===== config.mk =====
export PLATFORM = sky130hd
export DESIGN_NAME = mac_accum
export DESIGN_NICKNAME = d
export VERILOG_FILES = /design/src/rtl/mac_accum.sv
export SDC_FILE = /design/constraint.sdc
export NUM_CORES = 1
export LEC_CHECK = 0
export ABC_AREA = 0
export BUFFER_PORTS_ARGS = -buffer_cell sky130_fd_sc_hd__buf_2
export CAP_MARGIN = 5
export CELL_PAD_IN_SITES_DETAIL_PLACEMENT = 0
export CELL_PAD_IN_SITES_GLOBAL_PLACEMENT = 1
export CORE_MARGIN = 10
export CORE_UTILIZATION = 45
export CTS_CLUSTER_DIAMETER = 50
export DETAILED_ROUTE_END_ITERATION = 16
export PLACE_DENSITY = 0.82
export SETUP_SLACK_MARGIN = 0.2
export SYNTH_ARGS = -nofsm -noshare
export SYNTH_HDL_FRONTEND = slang
export SYNTH_SLANG_ARGS = --single-unit

===== constraint.sdc =====
create_clock -name clk -period 4.9 [get_ports clk]
set_input_delay 0.245 -clock clk [delete_from_list [all_inputs] [get_ports clk]]
set_output_delay 0.245 -clock clk [all_outputs]
set_load 0.05 [all_outputs]

===== src/rtl/mac_accum.sv =====
// mac_accum: two-stage signed multiply-accumulate back end.
// Stage 1 registers the incoming 32-bit product after sign-extending it to
// W = 32+GUARD bits and optionally negating it. Stage 2 adds that term into
// a W-bit accumulator.
// The accumulator drives a sticky wrap flag, a 32-bit saturated view, a
// saturating accumulation count, and a registered 16-bit read port.
module mac_accum #(
    parameter int GUARD = 8
) (
    input  logic        clk,
    input  logic        resetq,
    input  logic [31:0] prod,
    input  logic        prod_valid,
    input  logic        sub,
    input  logic        clr,
    input  logic        rd,
    input  logic [1:0]  rd_sel,
    output logic [15:0] dout,
    output logic        ovf,
    output logic        sat,
    output logic        busy
);

    localparam int W = 32 + GUARD;

    // Stage 1 input term and register
    logic [W-1:0] prod_ext;
    logic [W-1:0] prod_term;
    logic         s1_valid;
    logic [W-1:0] s1_term;

    // Accumulator state and next-value terms
    logic [W-1:0] acc;
    logic [W-1:0] acc_sum;
    logic         add_ovf;
    logic [15:0]  count;

    // Saturated view and read path
    logic         above;
    logic         below;
    logic [31:0]  sat32;
    logic [15:0]  upper16;
    logic [15:0]  hold;
    logic [15:0]  rd_data;

    // Extend to W bits first, then negate, so -(-2^31) is exactly +2^31
    always_comb begin
        prod_ext  = {{GUARD{prod[31]}}, prod};
        prod_term = prod_ext;
        if (sub) begin
            prod_term = -prod_ext;
        end
    end

    // Stage 1: capture every strobe. A strobe in the clr cycle is still
    // captured here; the older entry is dropped by the accumulator stage.
    always_ff @(posedge clk or negedge resetq) begin
        if (!resetq) begin
            s1_valid <= 1'b0;
            s1_term  <= '0;
        end else begin
            s1_valid <= prod_valid;
            if (prod_valid) begin
                s1_term <= prod_term;
            end
        end
    end

    // W-bit signed add; overflow when both operands share a sign the sum lacks
    always_comb begin
        acc_sum = acc + s1_term;
        add_ovf = (acc[W-1] == s1_term[W-1]) && (acc_sum[W-1] != acc[W-1]);
    end

    // Stage 2: accumulate, count and flag wraps; clr wins over a pending add
    always_ff @(posedge clk or negedge resetq) begin
        if (!resetq) begin
            acc   <= '0;
            count <= 16'h0000;
            ovf   <= 1'b0;
        end else if (clr) begin
            acc   <= '0;
            count <= 16'h0000;
            ovf   <= 1'b0;
        end else if (s1_valid) begin
            acc <= acc_sum;
            ovf <= ovf | add_ovf;
            if (count != 16'hFFFF) begin
                count <= count + 16'd1;
            end
        end
    end

    // Clamp the accumulator to the signed 32-bit range.
    // Bits W-1..31 must all agree for the value to fit in 32 bits.
    always_comb begin
        above   = !acc[W-1] && (|acc[W-2:31]);
        below   = acc[W-1] && !(&acc[W-2:31]);
        sat32   = acc[31:0];
        if (above) begin
            sat32 = 32'h7FFF_FFFF;
        end else if (below) begin
            sat32 = 32'h8000_0000;
        end
        upper16 = 16'($signed(acc[W-1:32]));
    end

    // Read slice select, always from the pre-update accumulator
    always_comb begin
        rd_data = 16'h0000;
        case (rd_sel)
            2'd0:    rd_data = sat32[15:0];
            2'd1:    rd_data = hold;
            2'd2:    rd_data = upper16;
            default: rd_data = count;
        endcase
    end

    // Registered read port. Slice 0 also captures the upper half into hold.
    // dout keeps its value when rd is low.
    always_ff @(posedge clk or negedge resetq) begin
        if (!resetq) begin
            dout <= 16'h0000;
            hold <= 16'h0000;
        end else begin
            if (rd) begin
                dout <= rd_data;
            end
            if (clr) begin
                hold <= 16'h0000;
            end else if (rd && (rd_sel == 2'd0)) begin
                hold <= sat32[31:16];
            end
        end
    end

    // Status outputs
    always_comb begin
        sat  = above | below;
        busy = s1_valid | prod_valid;
    end

endmodule


==> Yosys cells after proc, flatten, opt, wreduce, memory -nomap -nowiden <==
Cells that the tools add are included.
{ "classes": {"n_eq_ne": 5, "reduce_logical": 13, "addsub": 3, "muxes": 13, "n_bitwise": 3} }
{ "op_table": {"columns": ["operator", "n"], "rows": [
  ["$mux 40", 3],
  ["$mux 16", 5],
  ["$mux 32", 2],
  ["$pmux 16 s3", 1],
  ["$add 40x40->40", 1],
  ["$neg 40->40", 1],
  ["$add 16x1->16 const B", 1],
  ["$ne 16x16->1 const B", 1],
  ["$reduce_and 8->1", 1],
  ["$reduce_or 8->1", 1],
  ["$reduce_bool 2->1", 3],
  ["$logic_and 1x1->1", 4],
  ["$or 1x1->1", 3],
  ["$eq 2x1->1 const B", 1],
  ["$eq 2x2->1 const B", 1],
  ["$logic_not 1->1", 2],
  ["$logic_not 2->1", 1],
  ["$mux 1", 2],
  ["$reduce_and 2->1", 1],
  ["$eq 1x1->1", 1],
  ["$ne 1x1->1", 1]
]} }
{ "word_totals": {"elab_cells": 44, "output_inout_bits": 19, "regBits": 130, "inputBits": 40} }

==> Depth between registers and ports, before layout <==
Gate-level depths: netlist of run 1.
{ "depth": {"ltp_word": 7, "mapped_depth": 12, "ltp_nobuf": 12} }

==> Worst setup path after synthesis of run 1 <==
OpenSTA, ideal clock, no wires.
{ "synth_timing": {"path_kind": "flip-flop to flip-flop", "from": "reg s1_term[1]", "to": "reg acc[37]", "path_slack_ps": 2034, "period_less_slack_ps": 2866, "n_path_buf": 0, "setup_time_ps": 94, "t_arrival_ps": 2772, "required_ps": 4806, "stages_incl_launch_ff": 11, "path_cell_list": "dfrtp_1 > ha_1 > a211o_1 > a211o_1 > a211o_1 > a311oi_2 > a21oi_1 > a221oi_2 > a21oi_1 > xnor2_1 > a211oi_1"} }
{ "synth_via": {"elab_chain_len": 3} }
{ "synth_lines": {"columns": ["item", "line", "source"], "rows": [
  ["from (decl)", "30", "logic [W-1:0] s1_term;"],
  ["from (signal assigned)", "64", "s1_term <= prod_term;"],
  ["$add 40x40->40", "71", "acc_sum = acc + s1_term;"],
  ["$mux 40", "85", "end else if (s1_valid) begin"],
  ["$mux 40", "81", "end else if (clr) begin"],
  ["to (signal assigned)", "86", "acc <= acc_sum;"],
  ["to (decl)", "33", "logic [W-1:0] acc;"]
]} }
No other way between the ends. The select of a mux whose other input is x is not followed.
A chain may end at the register's enable or synchronous reset.

==> Worst setup path in the final report of run 1 <==
{ "layout_timing": {"from": "reg s1_term[7]", "to": "reg acc[30]"} }
The elaborated chain is that of the path after synthesis.

==> results.sh, run 1 <==
export IMPL_status="finished, final reports clean"
export IMPL_drive_above_1_share_pct=11.34
export IMPL_antenna_found_initial=0
export IMPL_fin_crit_sh_pct=66.41
export IMPL_syn_area_mm2=0.008408
export IMPL_avgRoutedWirePerCell_um=17.24
export IMPL_antenna_cells=0
export IMPL_critical_path_buf_inv_count=0
export IMPL_drt_iter0_drc=404
export IMPL_synthMostInstantiatedCell="dfrtp_1"
export IMPL_endpoint_kind="register"
export IMPL_hp_class="in2reg"
export IMPL_synth_warnings=0
export IMPL_synth_top_family_by_area="compound AO/OA/AOI/OAI gates"
export IMPL_maxSlewViolCount=0
export IMPL_synthTopCellsByCount="130 x dfrtp_1, 118 x nor2_1, 78 x a21oi_1, 78 x o21ai_0, 74 x nand2_1"
export IMPL_cellPowerDensity_mw_per_mm2=512.0
export IMPL_timing_hold_ws_ns=0.1267
export IMPL_synth_cell_types=68
export IMPL_leakage_nw=4.294
export IMPL_synth_xor_area_share_pct=6.979
export IMPL_max_freq_mhz=307.3
export IMPL_relSlewSlack_pct=34.85
export IMPL_syn_to_final_growth_pct=12.23
export IMPL_start_util_pct=46.33
export IMPL_peakVddDrop_mv=0.2517
export IMPL_routed_via_count=7012
export IMPL_grt_max_degree=74
export IMPL_yosysTopAreaCellShare_pct=38.69
export IMPL_synth_mux_area_share_pct=3.482
export IMPL_stdcell_count=1243
export IMPL_synth_fp_nets=1056
export IMPL_rsz0062_at_grt="no"
export IMPL_final_util_pct=52.00
export IMPL_clock_path_buffers=2
export IMPL_die_w_um=156.7
export IMPL_core_area_mm2=0.01815
export IMPL_dpl_worst_slack_ns=1.686
export IMPL_dpl_cell_area_mm2=0.008831
export IMPL_critPathTopFamily="compound AO/OA/AOI/OAI gates"
export IMPL_synthSimpleGateAreaFrac_pct=17.53
export IMPL_crit_chain="ha_1 > a21o_1 > a221o_1 > a2111oi_0 > a21o_1 > a21oi_1 > nor2_1 > o31ai_1 > a21oi_1 > o221ai_1"
export IMPL_grtUsageTotal_pct=17.97
export IMPL_yosys_area_top_type="dfrtp_1"
export IMPL_tightest_slew_ns=0.9737
export IMPL_synth_edf_count=0
export IMPL_viasPerCell=5.641
export IMPL_root_buffer="clkbuf_16"
export IMPL_numClockSinks=130
export IMPL_grt_pass1_vias=6797
export IMPL_setup_violations=0
export IMPL_cts_buffers=17
export IMPL_syn_inst=974
export IMPL_ys_seq_area_share_pct=38.69
export IMPL_synth_seq_cells=130
export IMPL_slowest_delay_ns=0.68
export IMPL_async_reset_ff_share_pct=100.0
export IMPL_cp_data_required_time_ns=5.16
export IMPL_clk_pin_slew_ns=0.06
export IMPL_clk_latency_ns=0.43
export IMPL_die_y_um=156.7
export IMPL_skew_ns=0.01111
export IMPL_nNetsFinal=1084
export IMPL_setup_tns_final_ns=0
export IMPL_postCtsSetupBuffers=0
export IMPL_hpwl_um=15730
export IMPL_drv_cap=0
export IMPL_routed_wirelength_um=21430
export IMPL_worstPathMaxFanout=5
export IMPL_grt_pass1_wl_um=35850
export IMPL_synth_compound_area_share_pct=22.37
export IMPL_p_total_mw=4.832
export IMPL_postLayoutCellArea_mm2=0.009437
export IMPL_dr_pass1_iters=5
export IMPL_crit_slowest_cell="a2111oi_0"
export IMPL_synth_fa_ha_area_share_pct=6.339
export IMPL_portBuffers=58
export IMPL_startpoint_type="register"
export IMPL_synthTopCellsByArea="dfrtp_1 39%, ha_1 6.1%, nor2_1 5.3%"
export IMPL_syn_avg_cell_area_um2=8.633
export IMPL_dp_cells=1211
export IMPL_cts_tree="yes"
export IMPL_antenna_left=0
export IMPL_routabilityCongestion=0.8588
export IMPL_grt_overflow=0
export IMPL_std_cell_rows=49
export IMPL_fin_ws_ns=1.646
export IMPL_dieArea_mm2=0.02455
export IMPL_hold_viol=0
export IMPL_htree_num_levels=4
export IMPL_drc=0
export IMPL_finalCriticalPeriod_ns=3.254
export IMPL_synthFlopType="dfrtp_1"
export IMPL_critPathKind="reg2reg"
export IMPL_ios=59
export IMPL_cp_data_arrival_time_ns=3.52
-- logic make-up (layout without fill, tap and decap cells) --
group,count (synthesis),after routing
muxes,29,29
buffers and inverters,103,143
and+or+nand+nor,308,308
adders and majority gates,42,42
AOI/OAI and AO/OA,295,295
xor gates and xnor gates,67,67
DFF,130,130
-- state kept, by name, summed over array words and instances, names as in the netlist --
register  flops
count        16
acc          40
ovf           1
hold         16
s1_valid      1
dout         16
s1_term      40
-- per-layer routing --
metal	part of all wire [%]	GRT usage [%]	up-vias	wire (um)
met5	0	0	-	0
met4	1.2	5.303	0	252
met3	4.1	2.933	17	869
met2	43	26.77	150	9310
met1	51	26.11	3303	11000
li1	-	-	3542	-
-- cells in the final DEF (no fill, tap or decap), types with 6 or more instances in the layout --
master     synthesis  routed
a21oi_1           78      77
o21a_1             8       8
xnor2_1           27      27
ha_1              41      41
nand3_1           27      27
o21ai_1           12      12
nand2_1           74      74
inv_1             47      47
o31ai_1           10      10
a31oi_1            6       6
nor2_1           118     118
o21ai_0           78      78
nand4_1           16      16
or3_1              7       7
a211oi_1           7       7
mux2i_1           27      27
o41ai_1            6       6
xor2_1            40      40
nor3_1             6       6
o21bai_1           6       6
nand2b_1          15      15
clkbuf_16          0      17
o211ai_1          18      18
buf_2              1      57
nor2b_1           10      10
a211o_1            6       6
dfrtp_1          130     129
a21o_1            24      24
buf_4              0       7
-- repair_timing --
action	in CTS	in global routing
endpoints found under the hold margin	23	0
gates resized for setup	0	0
endpoints found under the setup margin	0	0
hold buffers	1	0
-- path summary, 6_finish.rpt --
check                                 from  cells past startpoint     endpoint  slack (ns)
worst min-delay path              prod[20]                      3  s1_term[20]        0.13
min in group asynchronous           resetq                      2      dout[9]        0.28
worst max-delay path            s1_term[7]                     10      acc[30]        1.65
worst max register to register  s1_term[7]                     10      acc[30]        1.65
max in group asynchronous           resetq                      3     s1_valid        3.46
worst min register to register     hold[5]                      2      hold[5]        0.48
-- final cells by class --
type	count	area, um2
clock buffers	22	464.2
well taps	229	286.5
multi-input cells	741	4776
flip-flops and latches	130	3254
inverters	47	176.4
clock inverters	9	131.4
fillers	1771	8711
repair buffers	65	347.8
-- worst min-delay path, cell delays in order --
cell and delay, ns:
buf_2 0.09, xnor2_1 0.11, a21oi_1 0.06
-- report_power, final --
| part | switching, mW | internal (mW) |
|---|---|---|
| registers | 0.198 | 1.27 |
| clock network | 0.469 | 0.822 |
| logic | 1.26 | 0.813 |
| total | 1.93 | 2.90 |
Note: power is estimated with default switching activity, not from simulation.
==> run 2, diff against run 1 <==
--- a/config.mk
+++ b/config.mk
@@ -5,7 +5,7 @@
 export SDC_FILE = /design/constraint.sdc
 export NUM_CORES = 1
 export LEC_CHECK = 0
-export ABC_AREA = 0
+export ABC_AREA = 1
 export BUFFER_PORTS_ARGS = -buffer_cell sky130_fd_sc_hd__buf_2
 export CAP_MARGIN = 5
 export CELL_PAD_IN_SITES_DETAIL_PLACEMENT = 0
@@ -14,7 +14,7 @@
 export CORE_UTILIZATION = 45
 export CTS_CLUSTER_DIAMETER = 50
 export DETAILED_ROUTE_END_ITERATION = 16
-export PLACE_DENSITY = 0.82
+export PLACE_DENSITY = 0.86
 export SETUP_SLACK_MARGIN = 0.2
 export SYNTH_ARGS = -nofsm -noshare
 export SYNTH_HDL_FRONTEND = slang
==> constraint.sdc (replaced) <==
create_clock -name clk -period 3.3 [get_ports clk]
set_input_delay 0.165 -clock clk [delete_from_list [all_inputs] [get_ports clk]]
set_output_delay 0.165 -clock clk [all_outputs]
set_load 0.05 [all_outputs]
==> run 2 against run 1 <==
Net effect: synthesized cell count increased by 44%; clock skew increased by 0.0071 ns; fmax increased by 31%; worst hold slack got worse by 0.10 ns; register-to-register slack got worse by 0.83 ns; clock power increased by 60%; critical path depth increased by 3; design area increased by 11%; largest cell class unchanged.
==> results.sh, run 2 <==
export IMPL_synth_seq_cells=130
export IMPL_synthFlopType="dfrtp_1"
export IMPL_switchingPower_mw=2.179
export IMPL_viasPerCell=5.401
export IMPL_final_common_cell="nand2_1"
export IMPL_grt_pass1_vias=9422
export IMPL_max_freq_mhz=401.9
export IMPL_critPathKind="reg2reg"
export IMPL_routed_via_count=9387
export IMPL_drt_iter0_drc=698
export IMPL_drv_cap=0
export IMPL_dieArea_mm2=0.02681
export IMPL_numClockSinks=130
export IMPL_rr_endpoint="acc[18]"
export IMPL_p_int_mw=3.546
export IMPL_synthMostInstantiatedCell="nand2_1"
export IMPL_synth_warnings=0
export IMPL_async_reset_ff_share_pct=100.0
export IMPL_routabilityCongestion=0.9522
export IMPL_clock_path_buffers=2
export IMPL_path_common_cell="nand2_1"
export IMPL_synthSimpleGateAreaFrac_pct=34.60
export IMPL_ff2ff_path_depth=13
export IMPL_ff2ff_setup_slack_ns=0.81
export IMPL_most_common_layout_cells="440 x nand2_1, 175 x nor2_1, 141 x inv_1"
export IMPL_synth_edf_count=0
export IMPL_syn_avg_cell_area_um2=6.617
export IMPL_skew_ns=0.01824
export IMPL_critical_path_buf_inv_count=2
export IMPL_start_util_pct=45.80
export IMPL_ys_seq_area_share_pct=34.99
export IMPL_dpl_worst_slack_ns=0.8412
export IMPL_yosys_area_top_type="dfrtp_1"
export IMPL_synth_cell_types=45
export IMPL_crit_cells=13
export IMPL_grtUsageTotal_pct=23.86
export IMPL_p_comb_share_pct=29.7
export IMPL_hp_class="in2reg"
export IMPL_fin_ws_ns=0.8120
export IMPL_portBuffers=58
export IMPL_dr_pass1_iters=5
export IMPL_maxSlewViolCount=0
export IMPL_antenna_found_initial=0
export IMPL_setup_worst_path_start="acc[0]"
export IMPL_power_switching_share_pct=38.06
export IMPL_synth_fa_ha_area_share_pct=5.734
export IMPL_grt_pass1_wl_um=50300
export IMPL_rsz0062_at_grt="no"
export IMPL_peakVddDrop_mv=0.2197
export IMPL_nNetsFinal=1537
export IMPL_crit_chain="ha_1 > inv_1 > fa_1 > o21ai_2 > nand2_1 > nand2_1 > inv_1 > o21ai_1 > nand2_1 > nand2_1 > nand2_1 > nand2_1 > o21ai_1"
export IMPL_drive_above_1_share_pct=8.447
export IMPL_clockPowerShare_pct=35.9
export IMPL_endpoint="acc[18]"
export IMPL_routed_wirelength_um=31330
export IMPL_htree_num_levels=4
export IMPL_finalCriticalPeriod_ns=2.488
export IMPL_std_cell_rows=52
export IMPL_relSlewSlack_pct=38.43
export IMPL_cts_buffers=17
export IMPL_clk_pin_slew_ns=0.06
export IMPL_r2r_start="acc[0]"
export IMPL_dpl_cell_area_mm2=0.009868
export IMPL_slowest_delay_ns=0.45
export IMPL_synthTopCellsByArea="dfrtp_1 35%, nand2_1 18%, nor2_1 7.1%"
export IMPL_setup_tns_final_ns=0
export IMPL_crit_slowest_cell="fa_1"
export IMPL_cp_data_required_time_ns=3.62
export IMPL_antenna_left=0
export IMPL_grt_overflow=0
export IMPL_die_w_um=163.7
export IMPL_fin_crit_sh_pct=75.39
export IMPL_synth_mux_area_share_pct=0
export IMPL_grt_max_degree=78
export IMPL_syn_to_final_growth_pct=13.03
export IMPL_status="finished, final reports clean"
export IMPL_tightest_slew_ns=0.9225
export IMPL_cp_data_arrival_time_ns=2.81
export IMPL_worstPathMaxFanout=5
export IMPL_top_regs="acc: 40 flops, s1_term: 40 flops"
export IMPL_die_y_um=163.7
export IMPL_hp_start="prod[17]"
export IMPL_root_buffer="clkbuf_16"
export IMPL_postLayoutCellArea_mm2=0.01051
export IMPL_synthTopCellsByCount="440 x nand2_1, 177 x nor2_1, 141 x inv_1"
export IMPL_core_area_mm2=0.02030
export IMPL_endpoint_kind="register"
export IMPL_synth_top_family_by_area="simple AND/OR/NAND/NOR gates"
export IMPL_seqPwrFrac_pct=34.4
export IMPL_cellPowerDensity_mw_per_mm2=544.8
export IMPL_antenna_cells=0
export IMPL_hpwl_um=24660
export IMPL_synth_fp_nets=1487
export IMPL_yosysTopAreaCellShare_pct=34.99
export IMPL_drc=0
export IMPL_clk_latency_ns=0.44
export IMPL_startpoint_type="register"
export IMPL_hold_viol=0
export IMPL_syn_area_mm2=0.009296
export IMPL_synth_compound_area_share_pct=14.87
export IMPL_synth_xor_area_share_pct=2.355
export IMPL_leakage_nw=5.354
export IMPL_ios=59
export IMPL_syn_inst=1405
export IMPL_setup_violations=0
export IMPL_stdcell_count=1738
export IMPL_critPathTopFamily="adder cells"
export IMPL_cts_resized=0
export IMPL_avgRoutedWirePerCell_um=18.02
export IMPL_cts_tree="yes"
export IMPL_dp_cells=1705
-- run 2: worst min-delay path by stage --
stage	endpoint	depth (start not counted)	slack [ns]
finish	s1_term[17]	3	0.03
global route	s1_term[17]	3	0.05
CTS	s1_term[17]	3	0.02
detailed placement	acc[9]	1	0.15
global placement	acc[9]	1	0.15
floorplan	acc[0]	0	-0.13
-- run 2: cell families (layout without fill, tap and decap cells) --
logic type      Yosys count  count (layout)
xor+xnor                 25              25
buf+inv                 182             245
simple gates            770             770
flops                   130             130
fa+ha+maj                42              42
compound gates          256             256
-- run 2: stage by stage --
| stage | util (%) | power, mW | hold WS [ns] |
|---|---|---|---|
| after floorplan | - | 3.081 | -0.1306 |
| after global placement | 48.61 | 3.657 | 0.1523 |
| after detailed placement | 48.61 | 3.659 | 0.1517 |
| after CTS | 51.76 | 5.709 | 0.01883 |
| after global routing | 51.76 | 6.029 | 0.05235 |
| final | 51.76 | 5.724 | 0.02600 |
-- run 2: layout make-up --
class                   instances  area [um2]
clock buffers                  21       480.5
repair buffers                 68       386.6
well taps                     270       337.8
inverters                     145       544.3
multi-input cells            1093        5356
fillers                      2076        9792
clock inverters                11       148.9
flip-flops and latches        130        3253
-- run 2: power groups by stage --
stage               clock network, mW  registers (mW)  logic (mW)
floorplan                           0            2.01        1.07
global placement                    0            1.99        1.67
detailed placement                  0            1.99        1.67
CTS                              2.06            1.96        1.69
global route                     2.13            1.98        1.91
finish                           2.06            1.97        1.70
-- run 2: worst register-to-register path: cells and delay by family, from the launching register on --
kind,cells,cell delay [ns]
compound gates,3,0.63
fa+ha+maj,2,0.66
buf+inv,2,0.19
flops,1,0.36
simple gates,6,0.54
-- run 2: routing by layer --
layer,GRT usage [%],up-vias,wire (um)
li1,-,4677,-
met5,0,-,0
met1,30.01,4342,13580
met2,39.83,300,14620
met3,3.329,68,1896
met4,10.93,0,1235
-- run 2: repair_timing --
action,in CTS,in global routing
setup buffers,0,0
endpoints found under the hold margin,53,0
hold buffers,1,0
